$ cat src/rtl/dsep_frame_ctrl_pkg.sv
// Shared types and default frame geometry for the DSEP frame controller.
// Lengths are derived from the OFDM symbol layout so that one edit keeps them consistent.
package dsep_frame_ctrl_pkg;

   localparam int SMP_W = 12;
   localparam int IDX_W = 10;
   localparam int CNT_W = 13;

   localparam int N       = 512;
   localparam int CP_LEN  = 32;
   localparam int PRB_NUM = 8;
   localparam int MAX_NUM = 10;

   localparam int FILL_LEN_D   = 8192;
   localparam int PRB_LEN_D    = N * (PRB_NUM - 1) - N;
   localparam int SIGPLD_LEN_D = (N + CP_LEN) * (MAX_NUM - 3);
   localparam int TIMEOUT_D    = 16383;
   localparam int GAP_D        = 4;

   typedef enum logic [1:0] {
      ST_IDLE  = 2'd0,
      ST_FILL  = 2'd1,
      ST_DRAIN = 2'd2,
      ST_FLUSH = 2'd3
   } state_t;

endpackage

$ cat src/rtl/dsep_sat_cnt.sv
// Saturating up-counter with synchronous clear; clear has priority over enable.
module dsep_sat_cnt #(
   parameter int             W   = 8,
   parameter logic [W-1:0]   MAX = '1
) (
   input  logic         clk,
   input  logic         rst_n,
   input  logic         clr,
   input  logic         en,
   output logic [W-1:0] cnt
);

   logic [W-1:0] cnt_nxt;

   always_comb begin
      cnt_nxt = cnt;
      if (clr)
         cnt_nxt = '0;
      else if (en && (cnt != MAX))
         cnt_nxt = cnt + 1'b1;
   end

   always_ff @(posedge clk or negedge rst_n) begin
      if (!rst_n)
         cnt <= '0;
      else
         cnt <= cnt_nxt;
   end

endmodule

$ cat src/rtl/dsep_frame_ctrl.sv
// Frame gate and watchdog around DSEP: admits one frame of samples, forwards the
// first sync index, tracks DSEP output completion and resets DSEP on failure.
module dsep_frame_ctrl
   import dsep_frame_ctrl_pkg::*;
#(
   parameter int FILL_LEN   = FILL_LEN_D,
   parameter int PRB_LEN    = PRB_LEN_D,
   parameter int SIGPLD_LEN = SIGPLD_LEN_D,
   parameter int TIMEOUT    = TIMEOUT_D,
   parameter int GAP        = GAP_D
) (
   input  logic                    clk,
   input  logic                    rst_n,
   input  logic                    frame_start,
   input  logic signed [SMP_W-1:0] di_re,
   input  logic signed [SMP_W-1:0] di_im,
   input  logic                    di_vld,
   input  logic        [IDX_W-1:0] max_indx,
   input  logic                    max_indx_vld,
   input  logic                    dsep_preamble_vld,
   input  logic                    dsep_sigpld_vld,
   output logic signed [SMP_W-1:0] do_re,
   output logic signed [SMP_W-1:0] do_im,
   output logic                    do_vld,
   output logic        [IDX_W-1:0] do_max_indx,
   output logic                    do_max_indx_vld,
   output logic                    dsep_rst,
   output logic                    busy,
   output logic                    frame_done,
   output logic                    err_nosync,
   output logic                    err_timeout,
   output logic        [15:0]      drop_cnt,
   output logic        [7:0]       miss_cnt
);

   localparam int FC_W = $clog2(FILL_LEN + 1);
   localparam int TM_W = $clog2(TIMEOUT + 1);
   localparam int GP_W = $clog2(GAP + 1);

   localparam logic [FC_W-1:0]  FILL_LAST = FC_W'(FILL_LEN - 1);
   localparam logic [TM_W-1:0]  TM_LAST   = TM_W'(TIMEOUT - 1);
   localparam logic [GP_W-1:0]  GP_LAST   = GP_W'(GAP - 1);
   localparam logic [CNT_W-1:0] PRB_MAX   = CNT_W'(PRB_LEN);
   localparam logic [CNT_W-1:0] SP_MAX    = CNT_W'(SIGPLD_LEN);

   state_t           state, state_nxt;
   logic [FC_W-1:0]  fill_cnt;
   logic [TM_W-1:0]  timer;
   logic [GP_W-1:0]  gap_cnt;
   logic             sync_seen;
   logic [CNT_W-1:0] prb_cnt, sp_cnt;

   logic start, acc, last, sync_hit, synced;
   logic prb_full, sp_full;
   logic done_nxt, nosync_nxt, tmo_nxt;

   assign start    = (state == ST_IDLE) && frame_start;
   assign acc      = (state == ST_FILL) && di_vld;
   assign last     = acc && (fill_cnt == FILL_LAST);
   assign sync_hit = (state == ST_FILL) && max_indx_vld && !sync_seen;
   assign synced   = sync_seen || max_indx_vld;

   // Look one increment ahead so a valid landing on the final count completes now.
   assign prb_full = (prb_cnt == PRB_MAX) || (dsep_preamble_vld && (prb_cnt == PRB_MAX - 1'b1));
   assign sp_full  = (sp_cnt == SP_MAX) || (dsep_sigpld_vld && (sp_cnt == SP_MAX - 1'b1));

   assign busy = (state != ST_IDLE);

   always_ff @(posedge clk or negedge rst_n) begin
      if (!rst_n)
         state <= ST_IDLE;
      else
         state <= state_nxt;
   end

   always_comb begin
      state_nxt = state;
      unique case (state)
         ST_IDLE:  if (frame_start) state_nxt = ST_FILL;
         ST_FILL:  if (last) state_nxt = synced ? ST_DRAIN : ST_FLUSH;
         ST_DRAIN: if (done_nxt || tmo_nxt) state_nxt = ST_FLUSH;
         ST_FLUSH: if (gap_cnt == GP_LAST) state_nxt = ST_IDLE;
         default:  state_nxt = ST_IDLE;
      endcase
   end

   // Completion beats timeout when both land on the same cycle.
   always_comb begin
      done_nxt   = 1'b0;
      nosync_nxt = 1'b0;
      tmo_nxt    = 1'b0;
      unique case (state)
         ST_FILL:  nosync_nxt = last && !synced;
         ST_DRAIN: begin
            done_nxt = prb_full && sp_full;
            tmo_nxt  = !done_nxt && (timer == TM_LAST);
         end
         default: ;
      endcase
   end

   always_ff @(posedge clk or negedge rst_n) begin
      if (!rst_n) begin
         frame_done  <= 1'b0;
         err_nosync  <= 1'b0;
         err_timeout <= 1'b0;
         dsep_rst    <= 1'b0;
      end else begin
         frame_done  <= done_nxt;
         err_nosync  <= nosync_nxt;
         err_timeout <= tmo_nxt;
         dsep_rst    <= nosync_nxt || tmo_nxt;
      end
   end

   always_ff @(posedge clk or negedge rst_n) begin
      if (!rst_n) begin
         do_re           <= '0;
         do_im           <= '0;
         do_vld          <= 1'b0;
         do_max_indx     <= '0;
         do_max_indx_vld <= 1'b0;
      end else begin
         do_vld          <= acc;
         do_max_indx_vld <= sync_hit;
         if (acc) begin
            do_re <= di_re;
            do_im <= di_im;
         end
         if (sync_hit)
            do_max_indx <= max_indx;
      end
   end

   always_ff @(posedge clk or negedge rst_n) begin
      if (!rst_n) begin
         fill_cnt  <= '0;
         sync_seen <= 1'b0;
         timer     <= '0;
         gap_cnt   <= '0;
      end else begin
         if (start) begin
            fill_cnt  <= '0;
            sync_seen <= 1'b0;
         end else begin
            if (acc)      fill_cnt  <= fill_cnt + 1'b1;
            if (sync_hit) sync_seen <= 1'b1;
         end
         timer   <= (state == ST_DRAIN) ? timer + 1'b1 : '0;
         gap_cnt <= (state == ST_FLUSH) ? gap_cnt + 1'b1 : '0;
      end
   end

   dsep_sat_cnt #(.W(16)) u_drop (
      .clk(clk), .rst_n(rst_n), .clr(1'b0), .en(di_vld && !acc), .cnt(drop_cnt)
   );

   dsep_sat_cnt #(.W(8)) u_miss (
      .clk(clk), .rst_n(rst_n), .clr(1'b0), .en(frame_start && busy), .cnt(miss_cnt)
   );

   dsep_sat_cnt #(.W(CNT_W), .MAX(PRB_MAX)) u_prb (
      .clk(clk), .rst_n(rst_n), .clr(start),
      .en((state == ST_DRAIN) && dsep_preamble_vld), .cnt(prb_cnt)
   );

   dsep_sat_cnt #(.W(CNT_W), .MAX(SP_MAX)) u_sp (
      .clk(clk), .rst_n(rst_n), .clr(start),
      .en((state == ST_DRAIN) && dsep_sigpld_vld), .cnt(sp_cnt)
   );

endmodule
$ cat config.mk
export PLATFORM = sky130hd
export DESIGN_NAME = dsep_frame_ctrl
export DESIGN_NICKNAME = d
export VERILOG_FILES = /design/src/rtl/dsep_frame_ctrl_pkg.sv /design/src/rtl/dsep_sat_cnt.sv /design/src/rtl/dsep_frame_ctrl.sv
export SDC_FILE = /design/constraint.sdc
export NUM_CORES = 1
export LEC_CHECK = 0
export BUFFER_PORTS_ARGS = -buffer_cell sky130_fd_sc_hd__buf_4
export CORE_UTILIZATION = 55
export DETAILED_ROUTE_END_ITERATION = 10
export PLACE_DENSITY = 0.79
export SLEW_MARGIN = 20
export SYNTH_ARGS = -nofsm -noshare
export SYNTH_HDL_FRONTEND = slang
export SYNTH_SLANG_ARGS = --single-unit
$ cat constraint.sdc
create_clock -name clk -period 3.46 [get_ports clk]
set_input_delay 0.692 -clock clk [delete_from_list [all_inputs] [get_ports clk]]
set_output_delay 0.692 -clock clk [all_outputs]
set_load 0.01 [all_outputs]
# --- Word-level counts from Yosys, hierarchy flattened ---
# Index checks and enable logic that the tools add are counted.
word_totals:
  register_bits: 124
  in_bits: 41
  output_inout_bits: 65
  word_cells: 96
op_classes:
  n_addsub: 7
  n_eq_ne: 18
  mux: 19
  n_reduce_logical: 34
ops:
  columns: ["operator", "n"]
  rows:
  - ["$eq A13 B12 Y1 const B", 4]
  - ["$mux W13", 4]
  - ["$mux W14", 3]
  - ["$add A14 B1 Y14 const B", 2]
  - ["$add A13 B1 Y13 const B", 2]
  - ["$ne A13 B12 Y1 const B", 2]
  - ["$logic_and A1 B1 Y1", 18]
  - ["$add A16 B1 Y16 const B", 1]
  - ["$ne A16 B16 Y1 const B", 1]
  - ["$eq A14 B13 Y1 const B", 1]
  - ["$eq A14 B14 Y1 const B", 1]
  - ["$reduce_bool A2 Y1", 5]
  - ["$add A8 B1 Y8 const B", 1]
  - ["$mux W2", 4]
  - ["$ne A2 B2 Y1 const B", 4]
  - ["$ne A8 B8 Y1 const B", 1]
  - ["$pmux W2 S4", 1]
  - ["$mux W1", 6]
  - ["$logic_or A1 B1 Y1", 5]
  - ["$eq A2 B2 Y1 const B", 2]
  - ["$logic_not A1 Y1", 4]
  - ["$reduce_and A4 Y1", 1]
  - ["$add A3 B1 Y3 const B", 1]
  - ["$eq A3 B2 Y1 const B", 1]
  - ["other kinds (3)", 3]

# --- Depth between registers and ports, before layout ---
# Gate-level depths: netlist (run 1).
logic_depth:
  word_depth: 10
  mapped_depth: 9
  ltp_nobuf: 8

# --- Modules after synthesis ---
# Synthesis (run 1) repeated with hierarchy kept, for this count alone.
unflattened:
  cells_unflattened: 598
  hier_area_um2: 6207.2
by_module_without_submodules:
  columns: ["module", "n_inst", "cells_per_inst", "area_per_inst_um2", "seq_area_each_um2"]
  rows:
  - ["dsep_frame_ctrl", 1, 298, 3295.7, 1851.8]
  - ["dsep_sat_cnt (u_drop)", 1, 98, 942.2, 400.4]
  - ["dsep_sat_cnt (u_prb)", 1, 79, 762.0, 325.3]
  - ["dsep_sat_cnt (u_sp)", 1, 74, 743.2, 325.3]
  - ["dsep_sat_cnt (u_miss)", 1, 49, 464.2, 200.2]

# --- Worst setup path after synthesis (run 1) ---
# Ideal clock, no wire load.
synth_path:
  kind: "input to register"
  startpoint: "input dsep_preamble_vld"
  endpoint: "register state[1]"
  setup_time_ns: 0.128
  arrival_ns: 2.012
  required_ns: 3.332
  setup_slack_ns: 1.320
  stages: 6
  n_path_buf: 0
  cell_sequence: "and4bb_2 -> nand4_4 -> a2111oi_4 -> nor3b_2 -> nor2_1 -> mux2_1"
synth_via:
  elab_chain_len: 9
  word_cells_on_any_way: 10
  classes_between: "eq/ne: 1; mux: 2; reduce/logical: 7"
synth_lines:
  columns: ["element", "line", "text"]
  rows:
  - ["start, declared", "dsep_frame_ctrl.sv:20", "input logic dsep_preamble_vld,"]
  - ["$logic_and A1 B1 Y1 (*)", "dsep_frame_ctrl.sv:64", "assign prb_full = (prb_cnt == PRB_MAX) || (dsep_preamble_vld && (prb_cnt == PRB_MAX - 1'b1));"]
  - ["$logic_or A1 B1 Y1 (*)", "dsep_frame_ctrl.sv:64", null]
  - ["$logic_and A1 B1 Y1 (*)", "dsep_frame_ctrl.sv:95", "done_nxt = prb_full && sp_full;"]
  - ["$logic_not A1 Y1", "dsep_frame_ctrl.sv:96", "tmo_nxt = !done_nxt && (timer == TM_LAST);"]
  - ["$logic_and A1 B1 Y1", "dsep_frame_ctrl.sv:96", null]
  - ["$mux W1", "dsep_frame_ctrl.sv:92", "unique case (state)"]
  - ["$logic_or A1 B1 Y1 (*)", "dsep_frame_ctrl.sv:81", "ST_DRAIN: if (done_nxt || tmo_nxt) state_nxt = ST_FLUSH;"]
  - ["$ne A2 B2 Y1 (no line) (*)", null, null]
  - ["$reduce_and A4 Y1 (no line) (*)", null, null]
  - ["end signal, assigned", "dsep_frame_ctrl.sv:73", "state <= state_nxt;"]
  - ["end, declared", "dsep_frame_ctrl.sv:46", "state_t state, state_nxt;"]
# Every way passes the cells marked *; elsewhere a longest branch is shown, timed or not.
# A chain may end at the register's enable or synchronous reset.

# --- Worst setup path after layout (run 1) ---
layout_path:
  startpoint: "register state[0]"
  endpoint: "register u_prb.cnt[12]"
layout_via:
  elab_chain_len: 4
  word_cells_on_any_way: 7
  classes_between: "eq/ne: 1; mux: 1; reduce/logical: 5"
layout_lines:
  columns: ["element", "line", "text"]
  rows:
  - ["$eq A2 B2 Y1", "dsep_frame_ctrl.sv:164", ".en((state == ST_DRAIN) && dsep_preamble_vld), .cnt(prb_cnt)"]
  - ["$logic_and A1 B1 Y1", "dsep_frame_ctrl.sv:164", null]
  - ["$logic_and A1 B1 Y1", "dsep_sat_cnt.sv:19", "else if (en && (cnt != MAX))"]
  - ["$reduce_bool A2 Y1 (no line)", null, null]
  - ["end signal, assigned", "dsep_sat_cnt.sv:27", "cnt <= cnt_nxt;"]
  - ["end, declared", "dsep_sat_cnt.sv:10", "output logic [W-1:0] cnt"]
# Several ways; a longest one is shown, not always the timed one.

==> results of run 1 <==
[where the power goes]
part           internal (W)  switching [W]  total, W
clock               0.00102       0.000621   0.00164
sequential          0.00157       0.000108   0.00168
combinational      0.000233       0.000199  0.000432
[state kept, by name, summed over array words and instances, names as in the netlist, 2 cells and up]
signal       cells
u_drop.cnt      16
u_sp.cnt        13
gap_cnt          3
do_im           12
do_max_indx     10
u_miss.cnt       8
timer           14
do_re           12
u_prb.cnt       13
state            2
fill_cnt        14
[Yosys cell counts, types with 9 or more instances]
library cell	number	share of area, %
nand3_1	29	2.6
clkbuf_1	9	0.59
and3_1	10	1.1
nand2_1	62	4.1
mux2_2	26	5.2
nor2_1	54	3.6
xnor2_1	32	4.9
dfrtp_1	124	55
xor2_1	37	5.7
inv_1	16	1.1
ha_1	16	3.5
nand4_1	15	1.7
and4_1	9	1.4
and2_1	16	1.8
[area by class of cell]
type                            count  area [um2]
Multi-Input combinational cell    357        2464
Timing Repair Buffer              108       823.3
Clock buffer                       21       469.2
Inverter                           16       60.06
Tap cell                          133       166.4
Sequential cell                   124        3103
Clock inverter                     10       88.84
Fill cell                         696        2735
[per-layer routing]
layer	up-vias	part of all wire [%]
met5	-	0
met4	0	1.5
met3	18	6.8
met2	110	49
met1	1951	43
li1	1947	-
[worst max-delay path: stages (launching register included)]
cell     delay [ns]
dfrtp_1        0.42
inv_1          0.15
ha_1           0.51
nand2_1        0.14
a31oi_2        0.36
nand3_1        0.25
or3_1          0.40
a21oi_1        0.17
[path summary, 6_finish.rpt]
path                        startpoint        endpoint  slack, ns  cells past startpoint
min in group clk           max_indx[6]  do_max_indx[6]       0.36                      3
max                           state[0]   u_prb.cnt[12]       0.97                      7
min                              rst_n        timer[5]       0.22                      1
max in group asynchronous        rst_n        do_re[1]       2.44                      2
max reg2reg                   state[0]   u_prb.cnt[12]       0.97                      7
min reg2reg                 gap_cnt[0]      gap_cnt[0]       0.43                      1
[per-stage QoR]
stage	utilization, %	hold slack, ns
4_1_cts	72.40	0.2383
2_1_floorplan	-	0.3964
3_3_place_gp	66.77	0.4197
6_report	72.40	0.2198
3_5_place_dp	66.77	0.4263
5_1_grt	72.40	0.2534
[logic make-up after synthesis]
logic type	count (synthesis)	synth area share (%)
AO/OA/AOI/OAI	18	2.666
buffers and inverters	28	2.005
AND/OR/NAND/NOR	227	21.16
XOR/XNOR	69	10.64
adder cells (fa/ha/maj)	16	3.526
flip-flops	124	54.65
multiplexers	27	5.355
==> metrics.md, run 1 <==
| Metric | Value |
|---|---|
| Ys async rst share | `100.0%` |
| Synth warn | `0` |
| Number of remaining DRC errors | `0` |
| Post-synthesis sequential area ratio | `54.65%` |
| Gr ovfl total | `0` |
| Die X-Extent | `103.6 um` |
| DP Area | `6616 um2` |
| RSZ-0062 raised after global routing | `false` |
| Gr usage total | `22.50%` |
| Initial Util | `57.30%` |
| Syn_nets | `566` |
| RD Place Congestion | `0.7878` |
| Die ar. | `10,730 um2` |
| Status | `finished clean` |
| Largest net degree at the start of global routing | `70` |
| Ys flop type | `dfrtp_1` |
| Met2 usage | `36.72%` |
| Worst setup margin | `0.9741 ns` |
| Final cell count without fillers | `769` |
| Share of cells above drive strength 1 | `28.77%` |
| Max_slew headroom | `52.75%` |
| Total setup buffers inserted after CTS | `0` |
| Gr busiest metal | `met2` |
| Initial DRC Count | `170` |
| Synth Cell Area | `5678 um2` |
| Post-Place Cells | `738` |
| Nets | `681` |
| Port Buf Inserts | `105` |
| Most frequent cells in the layout | `dfrtp_1, buf_4, nand2_1` |
| Worst Setup Start Kind | `register` |
| Wire per inst | `14.73 um` |
| Minimum clock period | `2.486 ns` |
| Number of synthesized flops with an enable pin | `0` |
| Cts hold-fix bufs | `0` |
| First-pass GRT wire length | `19.16 mm` |
| Synth unique cells | `44` |
| Leakage | `3.528 nW` |
| Tot Pwr | `0.003752 W` |
| Most common cell after layout, fill and taps aside | `dfrtp_1` |
| CTS tree | `built` |
| Antenna viol nets, final | `0` |
| VDD IR max | `0.3485 mV` |
| Met1 Use GR | `26.41%` |
| Clk sink count | `124` |
| Insertion delay to the later sink of the worst-skew pair | `0.52 ns` |
| Synthesized flop and latch total | `124` |
| Num CTS Buffers | `17` |
| Detailed-route via count | `4,026` |
| Vias in the first global route | `4,160` |
| CP endpoint kind | `register` |
| Final setup viols | `0` |
| Worst slew pin tran | `0.7088 ns` |
| Io pins | `106` |
| Max Transition Viols Final | `0` |
| Row Count | `36` |
| Core Region | `9910 um2` |
| Initial antenna violation count | `0` |
| # H-tree levels | `4` |
| Setup_tns | `0 ns` |
| Worst hold path type | `input pin to asynchronous set/reset pin` |
| Pwr Density | `523.0 nW/um2` |
| CTS max path bufs | `2` |
| CP max FO | `19` |
| Place WS | `1.047 ns` |
| Syn avg cell area | `11.16 um2` |
| Die Ht | `103.6 um` |
| Final Hold Viols | `0` |
| Drt first pass iters | `5` |
| Worst EP required | `3.89 ns` |
| Max Fclk | `402.3 MHz` |
| CP Class | `register to register` |
| Post-Route WL | `11.33 mm` |
| Post-Synthesis Cells | `509` |
| CTS resizes | `0` |
| Worst path arrival time | `2.92 ns` |
| Finished Cell Area | `7174 um2` |
| # diodes | `0` |
| Crit share post-route | `71.85%` |
| Clock transition at path regs | `0.06 ns` |
| Post-DR vias/cell | `5.235` |
| Max cap viols | `0` |
| Clk_skew | `0.006797 ns` |
| DPL Wire Length | `7.612 mm` |
| Root buffer selected by CTS | `clkbuf_8` |
| M3 GR Usage | `9.755%` |
| Area Growth Syn to Fin | `26.36%` |
Note: power is estimated with default switching activity, not from simulation.
==> inputs of run 2 (changes only) <==
- clock period: 3.46 -> 2.4 ns (I/O delays scaled with it)
==> run 2 against run 1 <==
Die area is the same. Clock skew shrank 0.0011 ns. Critical endpoint is now state[1]. Combinational power grew 44%. Clock-buffer cell count grew 4. Clock power grew 38%. Register-to-register slack lost 0.81 ns. Fmax grew 11%. Sequential power grew 44%. Power grew 42%. Cell area grew 0.91%. Final cell count grew 1.0%.
==> metrics.md, run 2 (synthesized netlist as in run 1, its figures left out) <==
| Metric | Value |
|---|---|
| Fill cells | `702 (+0.86%)` |
| Wire per inst | `14.66 um (-0.50%)` |
| Final Hold Viols | `0 (unchanged)` |
| Core Region | `9910 um2 (unchanged)` |
| Post-Place Cells | `746 (+1.1%)` |
| Die ar. | `10,730 um2 (unchanged)` |
| Status | `finished clean` |
| Max_slew headroom | `62.09% (+9.3 points)` |
| Reg2reg start | `u_prb.cnt[8]` |
| CP max FO | `5 (-14)` |
| Vias in the first global route | `4,290 (+3.1%)` |
| Initial DRC Count | `161 (-5.3%)` |
| Final Util | `73.06% (+0.66 points)` |
| Worst Path Buf+Inv | `0 (-1)` |
| Insertion delay to the later sink of the worst-skew pair | `0.52 ns (about the same)` |
| Post-DR vias/cell | `5.260 (+0.47%)` |
| Max Fclk | `447.5 MHz (+11%)` |
| Worst slew pin tran | `0.5686 ns (-0.1402 ns)` |
| Crit path largest cell delay | `0.47 ns (-0.04 ns)` |
| Share of cells above drive strength 1 | `29.35% (+0.57 points)` |
| # H-tree levels | `4 (unchanged)` |
| CP Class | `register to register` |
| CP endpoint kind | `register` |
| DP Area | `6689 um2 (+1.1%)` |
| Number of remaining DRC errors | `0 (unchanged)` |
| Finished Cell Area | `7239 um2 (+0.91%)` |
| Slowest CP cell | `a2111oi_4` |
| Family with the most delay on the worst path | `simple AND/OR/NAND/NOR gates` |
| Register area | `3103 um2 (unchanged)` |
| Max cap viols | `0 (unchanged)` |
| Die X-Extent | `103.6 um (unchanged)` |
| Pwr Density | `734.4 nW/um2 (+40%)` |
| Row Count | `36 (unchanged)` |
| Largest net degree at the start of global routing | `45 (-36%)` |
| Worst hold path type | `input pin to register` |
| Worst Setup Start Kind | `register` |
| Hold slack | `0.1491 ns (-0.07070 ns)` |
| Clk_skew | `0.005648 ns (-0.001149 ns)` |
| Antenna viol nets, final | `0 (unchanged)` |
| Final cell count without fillers | `777 (+1.0%)` |
| CTS tree | `built` |
| Crit share post-route | `93.10% (+21 points)` |
| RSZ-0062 raised after global routing | `false` |
| CTS max path bufs | `2 (unchanged)` |
| Footprint of the multi-input gates | `2466 um2 (+0.10%)` |
| First-pass GRT wire length | `19.72 mm (+2.9%)` |
| Gr ovfl total | `0 (unchanged)` |
| RD Place Congestion | `0.8395 (+6.6%)` |
| Post-Route WL | `11.39 mm (+0.54%)` |
| Initial Util | `57.30% (unchanged)` |
| Initial antenna violation count | `0 (unchanged)` |
| Drt first pass iters | `4 (-1)` |
| Min-Delay Endpoint | `do_max_indx[6]` |
| CP Cell Sequence | `nor4b_2 -> nand3_2 -> a2111oi_4 -> nor3b_2 -> nor2_2 -> mux2_1` |
| Root buffer selected by CTS | `clkbuf_8` |
| Largest regs | `u_drop.cnt x16, fill_cnt x14, timer x14` |
| Worst path arrival time | `2.64 ns (-0.28 ns)` |
| Gr usage total | `23.16% (+0.66 points)` |
| Nets | `690 (+1.3%)` |
| Area Growth Syn to Fin | `27.50%` |
| Hold-critical path depth | `3` |
| Clock transition at path regs | `0.06 ns (about the same)` |
| Port Buf Inserts | `105 (unchanged)` |
| VDD IR max | `0.6219 mV (+78%)` |
| Most common cell after layout, fill and taps aside | `dfrtp_1` |
| Reg with most FFs | `u_drop.cnt` |
| Minimum clock period | `2.235 ns (-0.2514 ns)` |
| Most frequent cells in the layout | `dfrtp_1, buf_4, nand2_1` |
| Reg-to-reg endpoint | `state[1]` |
| Worst EP required | `2.80 ns (-1.09 ns)` |
| DPL Wire Length | `8.125 mm (+6.7%)` |
| Clk sink count | `124 (unchanged)` |
| Max FFs per register | `16 (unchanged)` |
| Final setup viols | `0 (unchanged)` |
| R2R depth | `6 (-1)` |
| Leakage | `3.557 nW (+0.81%)` |
| # diodes | `0 (unchanged)` |
| Max Transition Viols Final | `0 (unchanged)` |
| Num CTS Buffers | `17 (unchanged)` |
| Io pins | `106 (unchanged)` |
| Die Ht | `103.6 um (unchanged)` |
| Hold path start | `max_indx[6]` |
| FF-to-FF setup slack | `0.17 ns (-0.81 ns)` |
| Setup_tns | `0 ns (unchanged)` |
| Detailed-route via count | `4,087 (+1.5%)` |
==> run 2: cell count changes in the layout (fill, tap and decap cells not counted), sizes merged <==
cell,delta
buf,+8
bufinv,-1
clkbuf,+4
clkinv,-3
clkinvlp,+1
dlygate4sd3,+1
inv,-2
==> run 2: worst reg2reg max path, stage by stage, from the launching register on <==
cell       delay (ns)
dfrtp_1          0.43
nor4b_2          0.44
nand3_2          0.17
a2111oi_4        0.47
nor3b_2          0.12
nor2_2           0.16
mux2_1           0.33
==> run 2: report_power, final <==
part	internal (W)	switching (W)
combinational	0.000342	0.000281
clock	0.00142	0.000855
sequential	0.00226	0.000157
total	0.00402	0.00129
==> run 2: final cells by class <==
cell class                      instances  share of cell area (%)
Clock buffer                           25                   6.965
Inverter                               16                  0.8296
Multi-Input combinational cell        357                   34.07
Tap cell                              133                   2.299
Timing Repair Buffer                  117                   12.51
Clock inverter                          5                  0.4666
Sequential cell                       124                   42.86
==> run 2: worst max path at each step <==
stage                 startpoint  endpoint  slack, ns  cells after the start
floorplan               state[1]  state[1]       0.28                      8
global placement     u_sp.cnt[0]  state[1]       0.27                      8
detailed placement  u_prb.cnt[6]  state[1]       0.15                      6
CTS                 u_prb.cnt[6]  state[1]       0.14                      6
global route            state[1]  state[1]       0.04                      8
finish              u_prb.cnt[8]  state[1]       0.17                      6
==> run 2: what timing repair did <==
action                                 CTS  global route
gates resized for setup                  0             1
setup endpoints to repair                0             1
buffers inserted                         0             0
hold buffers                             1             0
endpoints found under the hold margin   40             0
==> run 2: metrics by stage <==
step	power (W)	setup slack (ns)
3_3_place_gp	0.003052	0.2657
3_5_place_dp	0.003084	0.1497
2_1_floorplan	0.002723	0.2809
4_1_cts	0.005370	0.1441
5_1_grt	0.005537	0.03907
6_report	0.005317	0.1655
==> run 2: layer usage <==
layer  up-vias  share of wire [%]  track usage (%)
met1      2013                 43            27.86
met4         0                1.3            7.557
li1       1962                  -                -
met5         -                  0                0
met3        22                6.5            8.999
met2        90                 50            38.21
==> inputs of run 3 (changes only) <==
--- a/config.mk
+++ b/config.mk
@@ -9,4 +9,5 @@
 export CORE_UTILIZATION = 55
 export DETAILED_ROUTE_END_ITERATION = 10
+export GPL_TIMING_DRIVEN = 1
 export PLACE_DENSITY = 0.79
 export SLEW_MARGIN = 20
==> constraint.sdc (replaced) <==
create_clock -name clk -period 2.4 [get_ports clk]
set_input_delay 0.48 -clock clk [delete_from_list [all_inputs] [get_ports clk]]
set_output_delay 0.48 -clock clk [all_outputs]
set_load 0.1 [all_outputs]
==> run 3 against run 2 <==
Clock power is 6% higher. Clock-buffer cell count fell by 1. First-iteration DRC count is 8.1% higher. Critical endpoint unchanged. Worst hold slack improved by 0.0048 ns. Die area stayed put. Worst setup slack better by 0.010 ns. Highest routed layer unchanged. Critical path type unchanged. Sequential power barely moved. Cell area is 0.36% higher. Via count down 0.44%. Final cell count down 0.26%. Critical path depth up 2. Non-clock buffer count down 3.
==> metrics.md, run 3 (synthesized netlist as in run 1, its figures left out) <==
| Metric | Value |
|---|---|
| Wire per inst | `15.16 um (+3.4%)` |
| Port Buf Inserts | `105 (unchanged)` |
| Worst EP required | `2.79 ns (about the same)` |
| Clock transition at path regs | `0.06 ns (about the same)` |
| Worst path arrival time | `2.62 ns (-0.02 ns)` |
| Most frequent cells in the layout | `buf_4, dfrtp_1, nand2_1` |
| Initial antenna violation count | `0 (unchanged)` |
| CTS tree | `built` |
| Max Fclk | `449.6 MHz (+0.46%)` |
| Pwr Density | `866.5 nW/um2 (+18%)` |
| DPL Wire Length | `7.855 mm (-3.3%)` |
| Worst slew pin tran | `0.5274 ns (-0.04120 ns)` |
| Max cap viols | `0 (unchanged)` |
| Nets | `687 (-0.43%)` |
| RSZ-0062 raised after global routing | `false` |
| Place WS | `0.2116 ns (+0.06192 ns)` |
| Final Hold Viols | `0 (unchanged)` |
| Drt first pass iters | `4 (unchanged)` |
| Max FFs per register | `16 (unchanged)` |
| Most common cell after layout, fill and taps aside | `buf_4` |
| Share of cells above drive strength 1 | `31.00% (+1.6 points)` |
| Slowest CP cell | `a2111oi_4` |
| Row Count | `36 (unchanged)` |
| Met2 usage | `39.12% (+0.91 points)` |
| Leakage | `3.523 nW (-0.94%)` |
| Post-DR vias/cell | `5.250 (-0.18%)` |
| Minimum clock period | `2.224 ns (-0.01016 ns)` |
| Gr usage total | `23.76% (+0.60 points)` |
| Initial Util | `57.30% (unchanged)` |
| Gr ovfl total | `0 (unchanged)` |
| Detailed-route via count | `4,069 (-0.44%)` |
| Io pins | `106 (unchanged)` |
| Max Transition Viols Final | `0 (unchanged)` |
| Worst Setup Start Kind | `register` |
| Worst setup margin | `0.1757 ns (+0.01016 ns)` |
| Post-Route WL | `11.75 mm (+3.1%)` |
| Vias in the first global route | `4,346 (+1.3%)` |
| Root buffer selected by CTS | `clkbuf_8` |
| Clk sink count | `124 (unchanged)` |
| Antenna viol nets, final | `0 (unchanged)` |
| Initial DRC Count | `174 (+8.1%)` |
| Die ar. | `10,730 um2 (unchanged)` |
| Met1 Use GR | `28.11% (+0.26 points)` |
| Area Growth Syn to Fin | `27.96%` |
| Die Ht | `103.6 um (unchanged)` |
| CP Class | `register to register` |
| Total setup buffers inserted after CTS | `0 (unchanged)` |
| Worst hold path type | `input pin to register` |
| CP max FO | `4 (-1)` |
| Reg with most FFs | `u_drop.cnt` |
| CP endpoint kind | `register` |
| Gr busiest metal | `met2` |
| Max_slew headroom | `64.55% (+2.5 points)` |
| Number of remaining DRC errors | `0 (unchanged)` |
| Core Region | `9910 um2 (unchanged)` |
| Largest regs | `u_drop.cnt x16, fill_cnt x14, timer x14` |
| M3 GR Usage | `9.251% (+0.25 points)` |
| Status | `finished clean` |
| VDD IR max | `0.6707 mV (+7.8%)` |
| Die X-Extent | `103.6 um (unchanged)` |
| CTS max path bufs | `2 (unchanged)` |
| Family with the most delay on the worst path | `compound AO/OA/AOI/OAI gates` |
| # H-tree levels | `4 (unchanged)` |
| Worst Path Buf+Inv | `1 (+1)` |
| Fill cells | `667 (-5.0%)` |
| Setup_tns | `0 ns (unchanged)` |
| Largest net degree at the start of global routing | `73 (+62%)` |
| Clk_skew | `0.008002 ns (+0.002355 ns)` |
| Insertion delay to the later sink of the worst-skew pair | `0.52 ns (about the same)` |
| RD Place Congestion | `0.7904 (-5.8%)` |
| First-pass GRT wire length | `20.20 mm (+2.4%)` |
| Num CTS Buffers | `17 (unchanged)` |
| CP Cell Sequence | `inv_1 -> ha_1 -> nor4b_2 -> a22oi_1 -> a2111oi_4 -> nor3b_2 -> nor2_1 -> mux2_1` |
| Crit share post-route | `92.68% (-0.42 points)` |
| Crit path largest cell delay | `0.46 ns (about the same)` |
| # diodes | `0 (unchanged)` |
| Final setup viols | `0 (unchanged)` |
[run 3: changes by cell type in the layout (fill, tap and decap cells not counted)]
cell / change
dfrtp_2: +15
nor2_1: +1
clkinv_4: -1
dfrtp_1: -15
nor3_1: -1
buf_12: +1
bufinv_16: +2
nor2_2: -1
buf_4: -4
nor3_2: +1
clkbuf_1: +3
clkinvlp_4: +1
clkbuf_8: -4
[run 3: layer usage]
metal	vias up	wire length (um)
li1	1955	-
met1	1984	4956
met2	116	5957
met3	14	711
met4	0	123
met5	-	0
[run 3: worst paths after layout]
path,start,end,slack [ns],depth (start not counted)
max,u_sp.cnt[0],state[1],0.18,8
min,max_indx[6],do_max_indx[6],0.15,3
max reg2reg,u_sp.cnt[0],state[1],0.18,8
min reg2reg,gap_cnt[0],gap_cnt[0],0.43,1
max in group asynchronous,rst_n,u_drop.cnt[4],1.51,3
min in group asynchronous,rst_n,timer[7],0.51,3
[run 3: area by class of cell]
class | instances | area [um2] | share of cell area [%]
clock buffer | 24 | 460.4 | 6.337
clock inverter | 7 | 92.59 | 1.274
inverter | 16 | 60.06 | 0.8266
multi-input combinational | 357 | 2469 | 33.98
sequential | 124 | 3122 | 42.97
tap | 133 | 166.4 | 2.290
timing repair buffer | 114 | 895.9 | 12.33
[run 3: per-stage QoR]
stage          util, %  total power (W)  instances  cell area, um2  hold WS (ns)
4_1_cts          73.27         0.006341        775            7261        0.1323
6_report         73.32         0.006296        775            7266        0.1539
2_1_floorplan        -         0.003534        509            5697        0.1844
5_1_grt          73.32         0.006508        775            7266        0.1272
3_3_place_gp     67.59         0.003891        743            6698        0.4196
3_5_place_dp     67.59         0.003917        743            6698        0.4227
[run 3: repair_timing]
item	CTS	global route
endpoints found under the hold margin	52	0
hold buffers	1	0
setup endpoints to repair	0	1
gates resized for setup	0	1
[run 3: power breakdown]
part	internal [W]	leakage (nW)	switching, W
logic	0.000353	1.66	0.00112
registers	0.00226	1.60	0.000156
clock network	0.00152	0.261	0.000880
total	0.00414	3.52	0.00216
[run 3: worst reg2reg max path, cell delays in order, from the launching register on]
cell and delay (ns):
dfrtp_1 0.42, inv_1 0.07, ha_1 0.13, nor4b_2 0.24, a22oi_1 0.15, a2111oi_4 0.46, nor3b_2 0.11, nor2_1 0.18
mux2_1 0.33
